===== config.mk =====
export PLATFORM = sky130hd
export DESIGN_NAME = mem_access_unit
export DESIGN_NICKNAME = d
export VERILOG_FILES = /design/src/rtl/mem_access_unit.sv
export SDC_FILE = /design/constraint.sdc
export NUM_CORES = 1
export LEC_CHECK = 0
export CORE_ASPECT_RATIO = 1.1
export CORE_MARGIN = 2
export CORE_UTILIZATION = 40
export CTS_BUF_LIST = sky130_fd_sc_hd__clkbuf_4 sky130_fd_sc_hd__clkbuf_8
export DETAILED_ROUTE_END_ITERATION = 12
export PLACE_DENSITY = 0.82
export SYNTH_ARGS = -nofsm -noshare
export SYNTH_HDL_FRONTEND = slang
export SYNTH_SLANG_ARGS = --single-unit

===== constraint.sdc =====
create_clock -name clk -period 4.4 [get_ports clk]
set_clock_uncertainty 0.05 [all_clocks]
set_input_delay 1.1 -clock clk [delete_from_list [all_inputs] [get_ports clk]]
set_output_delay 1.1 -clock clk [all_outputs]
set_load 0.03 [all_outputs]

===== src/rtl/mem_access_unit.sv =====
// MEM-stage load/store unit: IDLE/WAIT/DONE handshake to the data bus with lane steering and ack timeout.
// Optional misalignment trap (adel/ades, bad_vaddr) compiled in with MEM_ALIGN_CHECK_EN.
module mem_access_unit #(
    parameter int ACK_TIMEOUT = 255
) (
    input  logic        clk,
    input  logic        rst,
    input  logic [4:0]  mem_wd,
    input  logic        mem_wreg,
    input  logic [31:0] mem_wdata,
    input  logic [7:0]  mem_aluop,
    input  logic [31:0] mem_mem_addr,
    input  logic [31:0] mem_reg2,
    input  logic [31:0] mem_pc,
    input  logic        stall_hold,
    output logic        dreq,
    output logic        dwe,
    output logic [31:0] daddr,
    output logic [3:0]  dsel,
    output logic [31:0] dwdata,
    input  logic [31:0] drdata,
    input  logic        dack,
    output logic [4:0]  wb_wd,
    output logic        wb_wreg,
    output logic [31:0] wb_wdata,
    output logic        stallreq,
    output logic        bus_err,
    output logic        adel,
    output logic        ades,
    output logic [31:0] bad_vaddr
);

    localparam logic [7:0] OP_LB  = 8'b1110_0000;
    localparam logic [7:0] OP_LH  = 8'b1110_0001;
    localparam logic [7:0] OP_LW  = 8'b1110_0011;
    localparam logic [7:0] OP_LBU = 8'b1110_0100;
    localparam logic [7:0] OP_LHU = 8'b1110_0101;
    localparam logic [7:0] OP_SB  = 8'b1110_1000;
    localparam logic [7:0] OP_SH  = 8'b1110_1001;
    localparam logic [7:0] OP_SW  = 8'b1110_1011;
    localparam logic [7:0] TMO    = 8'(ACK_TIMEOUT);

    typedef enum logic [1:0] {IDLE, WAIT, DONE} state_t;

    state_t      state, state_nxt;
    logic [7:0]  cnt;
    logic [31:0] rdata_q;
    logic [7:0]  op_q;
    logic [1:0]  lane_q;
    logic        st_q;
    logic        err_q;

    logic        is_mem, is_store, is_half, is_word, misalign, start;
    logic [1:0]  lane;
    logic [3:0]  sel_nxt;
    logic [31:0] wdata_nxt, shifted, load_data;

    // PC is carried for future exception reporting; not needed for the access itself
    logic unused_pc;
    assign unused_pc = ^mem_pc;

    always_comb begin
        is_mem   = 1'b0;
        is_store = 1'b0;
        is_half  = 1'b0;
        is_word  = 1'b0;
        case (mem_aluop)
            OP_LB, OP_LBU: is_mem = 1'b1;
            OP_LH, OP_LHU: begin is_mem = 1'b1; is_half = 1'b1; end
            OP_LW:         begin is_mem = 1'b1; is_word = 1'b1; end
            OP_SB:         begin is_mem = 1'b1; is_store = 1'b1; end
            OP_SH:         begin is_mem = 1'b1; is_store = 1'b1; is_half = 1'b1; end
            OP_SW:         begin is_mem = 1'b1; is_store = 1'b1; is_word = 1'b1; end
            default: ;
        endcase
    end

`ifdef MEM_ALIGN_CHECK_EN
    assign misalign = (is_half && mem_mem_addr[0]) || (is_word && (mem_mem_addr[1:0] != 2'b00));
`else
    assign misalign = 1'b0;
`endif

    assign start = (state == IDLE) && is_mem && !misalign;

    // Low address bits the access size cannot use are dropped, so the access lands aligned
    assign lane = is_word ? 2'b00 : (is_half ? {mem_mem_addr[1], 1'b0} : mem_mem_addr[1:0]);

    always_comb begin
        sel_nxt   = 4'b1111;
        wdata_nxt = mem_reg2;
        if (is_half) begin
            sel_nxt   = 4'b0011 << lane;
            wdata_nxt = {2{mem_reg2[15:0]}};
        end else if (!is_word) begin
            sel_nxt   = 4'b0001 << lane;
            wdata_nxt = {4{mem_reg2[7:0]}};
        end
    end

    assign shifted = drdata >> {lane_q, 3'b000};

    always_comb begin
        load_data = drdata;
        case (op_q)
            OP_LB:   load_data = {{24{shifted[7]}}, shifted[7:0]};
            OP_LBU:  load_data = {24'd0, shifted[7:0]};
            OP_LH:   load_data = {{16{shifted[15]}}, shifted[15:0]};
            OP_LHU:  load_data = {16'd0, shifted[15:0]};
            default: load_data = drdata;
        endcase
    end

    always_ff @(posedge clk) begin
        if (rst) begin
            state   <= IDLE;
            cnt     <= 8'd0;
            rdata_q <= 32'd0;
            dreq    <= 1'b0;
            dwe     <= 1'b0;
            dsel    <= 4'd0;
            daddr   <= 32'd0;
            dwdata  <= 32'd0;
            bus_err <= 1'b0;
            op_q    <= 8'd0;
            lane_q  <= 2'd0;
            st_q    <= 1'b0;
            err_q   <= 1'b0;
        end else begin
            state   <= state_nxt;
            bus_err <= 1'b0;
            case (state)
                IDLE: begin
                    if (start) begin
                        dreq   <= 1'b1;
                        dwe    <= is_store;
                        dsel   <= sel_nxt;
                        daddr  <= {mem_mem_addr[31:2], 2'b00};
                        dwdata <= wdata_nxt;
                        cnt    <= 8'd1;
                        op_q   <= mem_aluop;
                        lane_q <= lane;
                        st_q   <= is_store;
                        err_q  <= 1'b0;
                    end
                end
                WAIT: begin
                    // An ack on the timeout cycle still completes the access
                    if (dack) begin
                        rdata_q <= load_data;
                        dreq    <= 1'b0;
                        dwe     <= 1'b0;
                        dsel    <= 4'd0;
                    end else if (cnt == TMO) begin
                        dreq    <= 1'b0;
                        dwe     <= 1'b0;
                        dsel    <= 4'd0;
                        bus_err <= 1'b1;
                        err_q   <= 1'b1;
                    end else begin
                        cnt <= cnt + 8'd1;
                    end
                end
                default: ;
            endcase
        end
    end

    always_comb begin
        state_nxt = state;
        stallreq  = 1'b0;
        wb_wd     = mem_wd;
        wb_wreg   = mem_wreg;
        wb_wdata  = mem_wdata;
        adel      = 1'b0;
        ades      = 1'b0;
        bad_vaddr = 32'd0;
        case (state)
            IDLE: begin
                if (is_mem && !rst) begin
                    wb_wreg = 1'b0;
                    if (misalign) begin
                        adel      = !is_store;
                        ades      = is_store;
                        bad_vaddr = mem_mem_addr;
                    end else begin
                        stallreq  = 1'b1;
                        state_nxt = WAIT;
                    end
                end
            end
            WAIT: begin
                stallreq = 1'b1;
                wb_wreg  = 1'b0;
                if (dack || cnt == TMO)
                    state_nxt = DONE;
            end
            DONE: begin
                if (st_q || err_q)
                    wb_wreg = 1'b0;
                else
                    wb_wdata = rdata_q;
                if (!stall_hold)
                    state_nxt = IDLE;
            end
            default: state_nxt = IDLE;
        endcase
    end

endmodule


==> impl_metrics.ini <==
[layout]
drive_above_1_share_pct = 10.7
syn_to_final_growth_pct = 42.9
layout.cells.non_filler = 1197
fillers = 1393
layout_common_cells = 241 x clkdlybuf4s50_1, 123 x dfxtp_1, 122 x nand2_1
final_common_cell = clkdlybuf4s50_1
n_antenna_cell = 0
final_nets = 1168

[critical_path]
cpMostUsedCell = clkdlybuf4s50_1
rr_endpoint = rdata_q[31]
worstPathArrival_ns = 3.03
end_kind = output port
path_max_fanout = 6
crit_path_top_delay_cell = clkdlybuf4s50_1
cp_cell_sequence = clkdlybuf4s50_1 > a21oi_1 > o21ai_2 > o21a_1 > o211a_1 > clkdlybuf4s50_1
r2r_slack_ns = 1.66
cp-start-kind = input pin
r2r-start = lane_q[0]
slowest_delay_ns = 0.66
rr_worst_depth = 5
critPathKind = in -> out
required_ns = 3.25

[drt]
wl_per_cell_um = 16.7
drc = 0
drtAntennaViolNets = 0
wirelength_mm = 20.0
routed-via-count = 6450
first_pass_iters = 4
viasPerCell = 5.39
drt_iter0_drc = 446

[floorplanning]
dieHeight_um = 137
rows = 48
die_x_um = 125
core_area_sq_mm = 0.0157
initial_utilization_pct = 41.0
die_area_sq_mm = 0.0171
ios = 322

[job]
maxCapViolCount = 0

[pwr]
ir_drop_mv = 0.242
p_leak_nw = 3.16
finalPower_w = 0.00264
p_int_w = 0.00191
swShare_pct = 27.6
clkPwrFrac_pct = 40.0
seqPwrFrac_pct = 43.2
power_frac_comb_pct = 16.8
p_sw_w = 0.000730
power_density_mw_per_mm2 = 287

[synth]
yosys_register_bits = 123
syn_area_sq_mm = 0.00644
synth_area_per_cell_sq_um = 8.25
synth_cell_type_count = 48
ys_seq_area_share_pct = 38.2
postSynthCellCount = 781
ys_warn_count = 0

[timing]
holdWs_ns = 0.401
relSlewSlack_pct = 22.8
setup_ws_ns = 0.221
slew_viol_final = 0
finalHoldViolCount = 0
fin_crit_ns = 4.18
worst_pin_slew_ns = 1.16
rsz0062_at_grt = no
max_freq_ghz = 0.239
fin_setup_tns_ns = 0
report.final.setup_viol = 0
finalCritPeriodShare_pct = 95.0

[cts]
numCtsBuffers = 17
cts-hold-fix-buffers = 0
root_buffer = clkbuf_8
clock-sinks = 123
clk_pin_slew_ns = 0.07
clk_latency_ns = 0.44
htreeDepth = 4
cts_buffer_depth = 2
cts_tree = done
cts_setup_buffers = 0

[min_path]
hold_depth = 2
holdPathEnd = op_q[4]
hp-class = reg -> reg
holdCritStartpoint = op_q[4]

[placed_design]
gp_congestion = 0.837
dp_cells = 1166
dp_hpwl_mm = 14.2
pre_cts_ws_ns = -0.0377
numPortBuffers = 243

[global_routing]
grt_use_total_pct = 22.4
antenna_found_initial = 0
grt_pass1_vias = 5981
grt_start_max_net_pins = 101
grt_pass1_wl_mm = 30.8
grt_overflow = 0

[outcome]
status = completed
[per-stage QoR]
step           util (%)  instance area, sq um
3_3_place_gp       55.9                  8800
2_1_floorplan         -                  6580
5_1_grt            58.5                  9210
6_report           58.5                  9210
3_5_place_dp       55.9                  8800
4_1_cts            58.5                  9210
[flip-flops by register name, summed over array words and instances, names as in the netlist, 2 cells and up]
| register | cells |
|---|---|
| cnt | 8 |
| daddr | 30 |
| dsel | 4 |
| dwdata | 32 |
| lane_q | 2 |
| op_q | 8 |
| rdata_q | 32 |
| state | 2 |
[metal layers]
metal | vias to the layer above | share of wire (%) | track usage, %
li1 | 3111 | - | -
met5 | - | 0 | 0
met3 | 33 | 9.7 | 8.01
met2 | 311 | 49 | 37.9
met4 | 0 | 2.1 | 8.21
met1 | 2995 | 39 | 26.2
[synth_stat cells, drive strengths merged]
library cell | instances | area share (%)
dfxtp | 123 | 38
nand2 | 122 | 7.1
a21oi | 76 | 5.9
nor2 | 70 | 4.1
buf | 60 | 6.6
clkbuf | 51 | 3.0
mux2 | 39 | 6.8
a211oi | 32 | 4.5
a311oi | 26 | 3.5
nand3 | 24 | 1.9
nand2b | 16 | 1.6
nand4 | 14 | 1.4
mux2i | 11 | 1.7
a21o | 9 | 1.0
inv | 9 | 0.52
nand3b | 9 | 1.0
a32o | 8 | 1.2
o211ai | 8 | 0.93
a21boi | 7 | 0.82
nor3 | 7 | 0.54
a22oi | 6 | 0.70
ha | 5 | 0.97
o21ai | 5 | 0.39
o22ai | 5 | 0.49
and2 | 4 | 0.39
and3 | 4 | 0.39
nor2b | 4 | 0.39
a221oi | 3 | 0.41
o221ai | 3 | 0.41
or3 | 3 | 0.29
a31oi | 2 | 0.19
mux4 | 2 | 0.70
nor4b | 2 | 0.37
o211a | 2 | 0.31
xnor2 | 2 | 0.27
and4 | 1 | 0.14
and4b | 1 | 0.16
conb | 1 | 0.058
nor3b | 1 | 0.12
o21a | 1 | 0.12
o32ai | 1 | 0.14
o41ai | 1 | 0.14
or3b | 1 | 0.14
[power by group through the flow]
stage,clock (W),combinational [W],sequential [W]
after floorplan,0,0.000228,0.00118
after global placement,0,0.000438,0.00117
after detailed placement,0,0.000442,0.00117
after CTS,0.00107,0.000444,0.00114
after global routing,0.00112,0.000473,0.00114
final,0.00106,0.000445,0.00114
[critical path, delay by kind of cell]
family          cells  cell delay, ns
compound gates      4            0.70
buf+inv             2            1.24
[final cells by class]
| cell class | count | area (sq um) | share of cell area (%) |
|---|---|---|---|
| clock inverter | 13 | 169 | 1.83 |
| clock buffer | 18 | 241 | 2.62 |
| inverter | 9 | 33.8 | 0.367 |
| multi-input combinational | 573 | 3480 | 37.8 |
| sequential | 123 | 2460 | 26.7 |
| tap | 200 | 250 | 2.72 |
| timing repair buffer | 261 | 2570 | 28.0 |
[what timing repair did]
item	4_1_cts	5_1_grt
setup endpoints to repair	1	1
hold endpoints to repair	0	0
resized for setup	1	1
[worst max-delay path by stage]
| stage | start | end | slack, ns | cells after the start |
|---|---|---|---|---|
| 2_1_floorplan | mem_aluop[4] | stallreq | 1.0 | 5 |
| 3_3_place_gp | mem_aluop[2] | wb_wreg | 0.04 | 6 |
| 3_5_place_dp | mem_aluop[2] | wb_wreg | -0.04 | 6 |
| 4_1_cts | mem_aluop[2] | wb_wreg | 0.11 | 6 |
| 5_1_grt | mem_aluop[2] | wb_wreg | 0.09 | 6 |
| 6_report | mem_aluop[2] | wb_wreg | 0.22 | 6 |
[kinds of logic (layout without fill, tap and decap cells)]
kind of cell	Yosys count	after routing	share of synthesized area, %
other cells	1	36	0.0582
simple gates	283	283	19.9
compound gates	195	195	21.3
buf+inv	120	301	10.1
xor+xnor	2	2	0.272
flops	123	123	38.2
fa+ha+maj	5	5	0.971
mux	52	52	9.22
(Power assumes the default switching activity.)
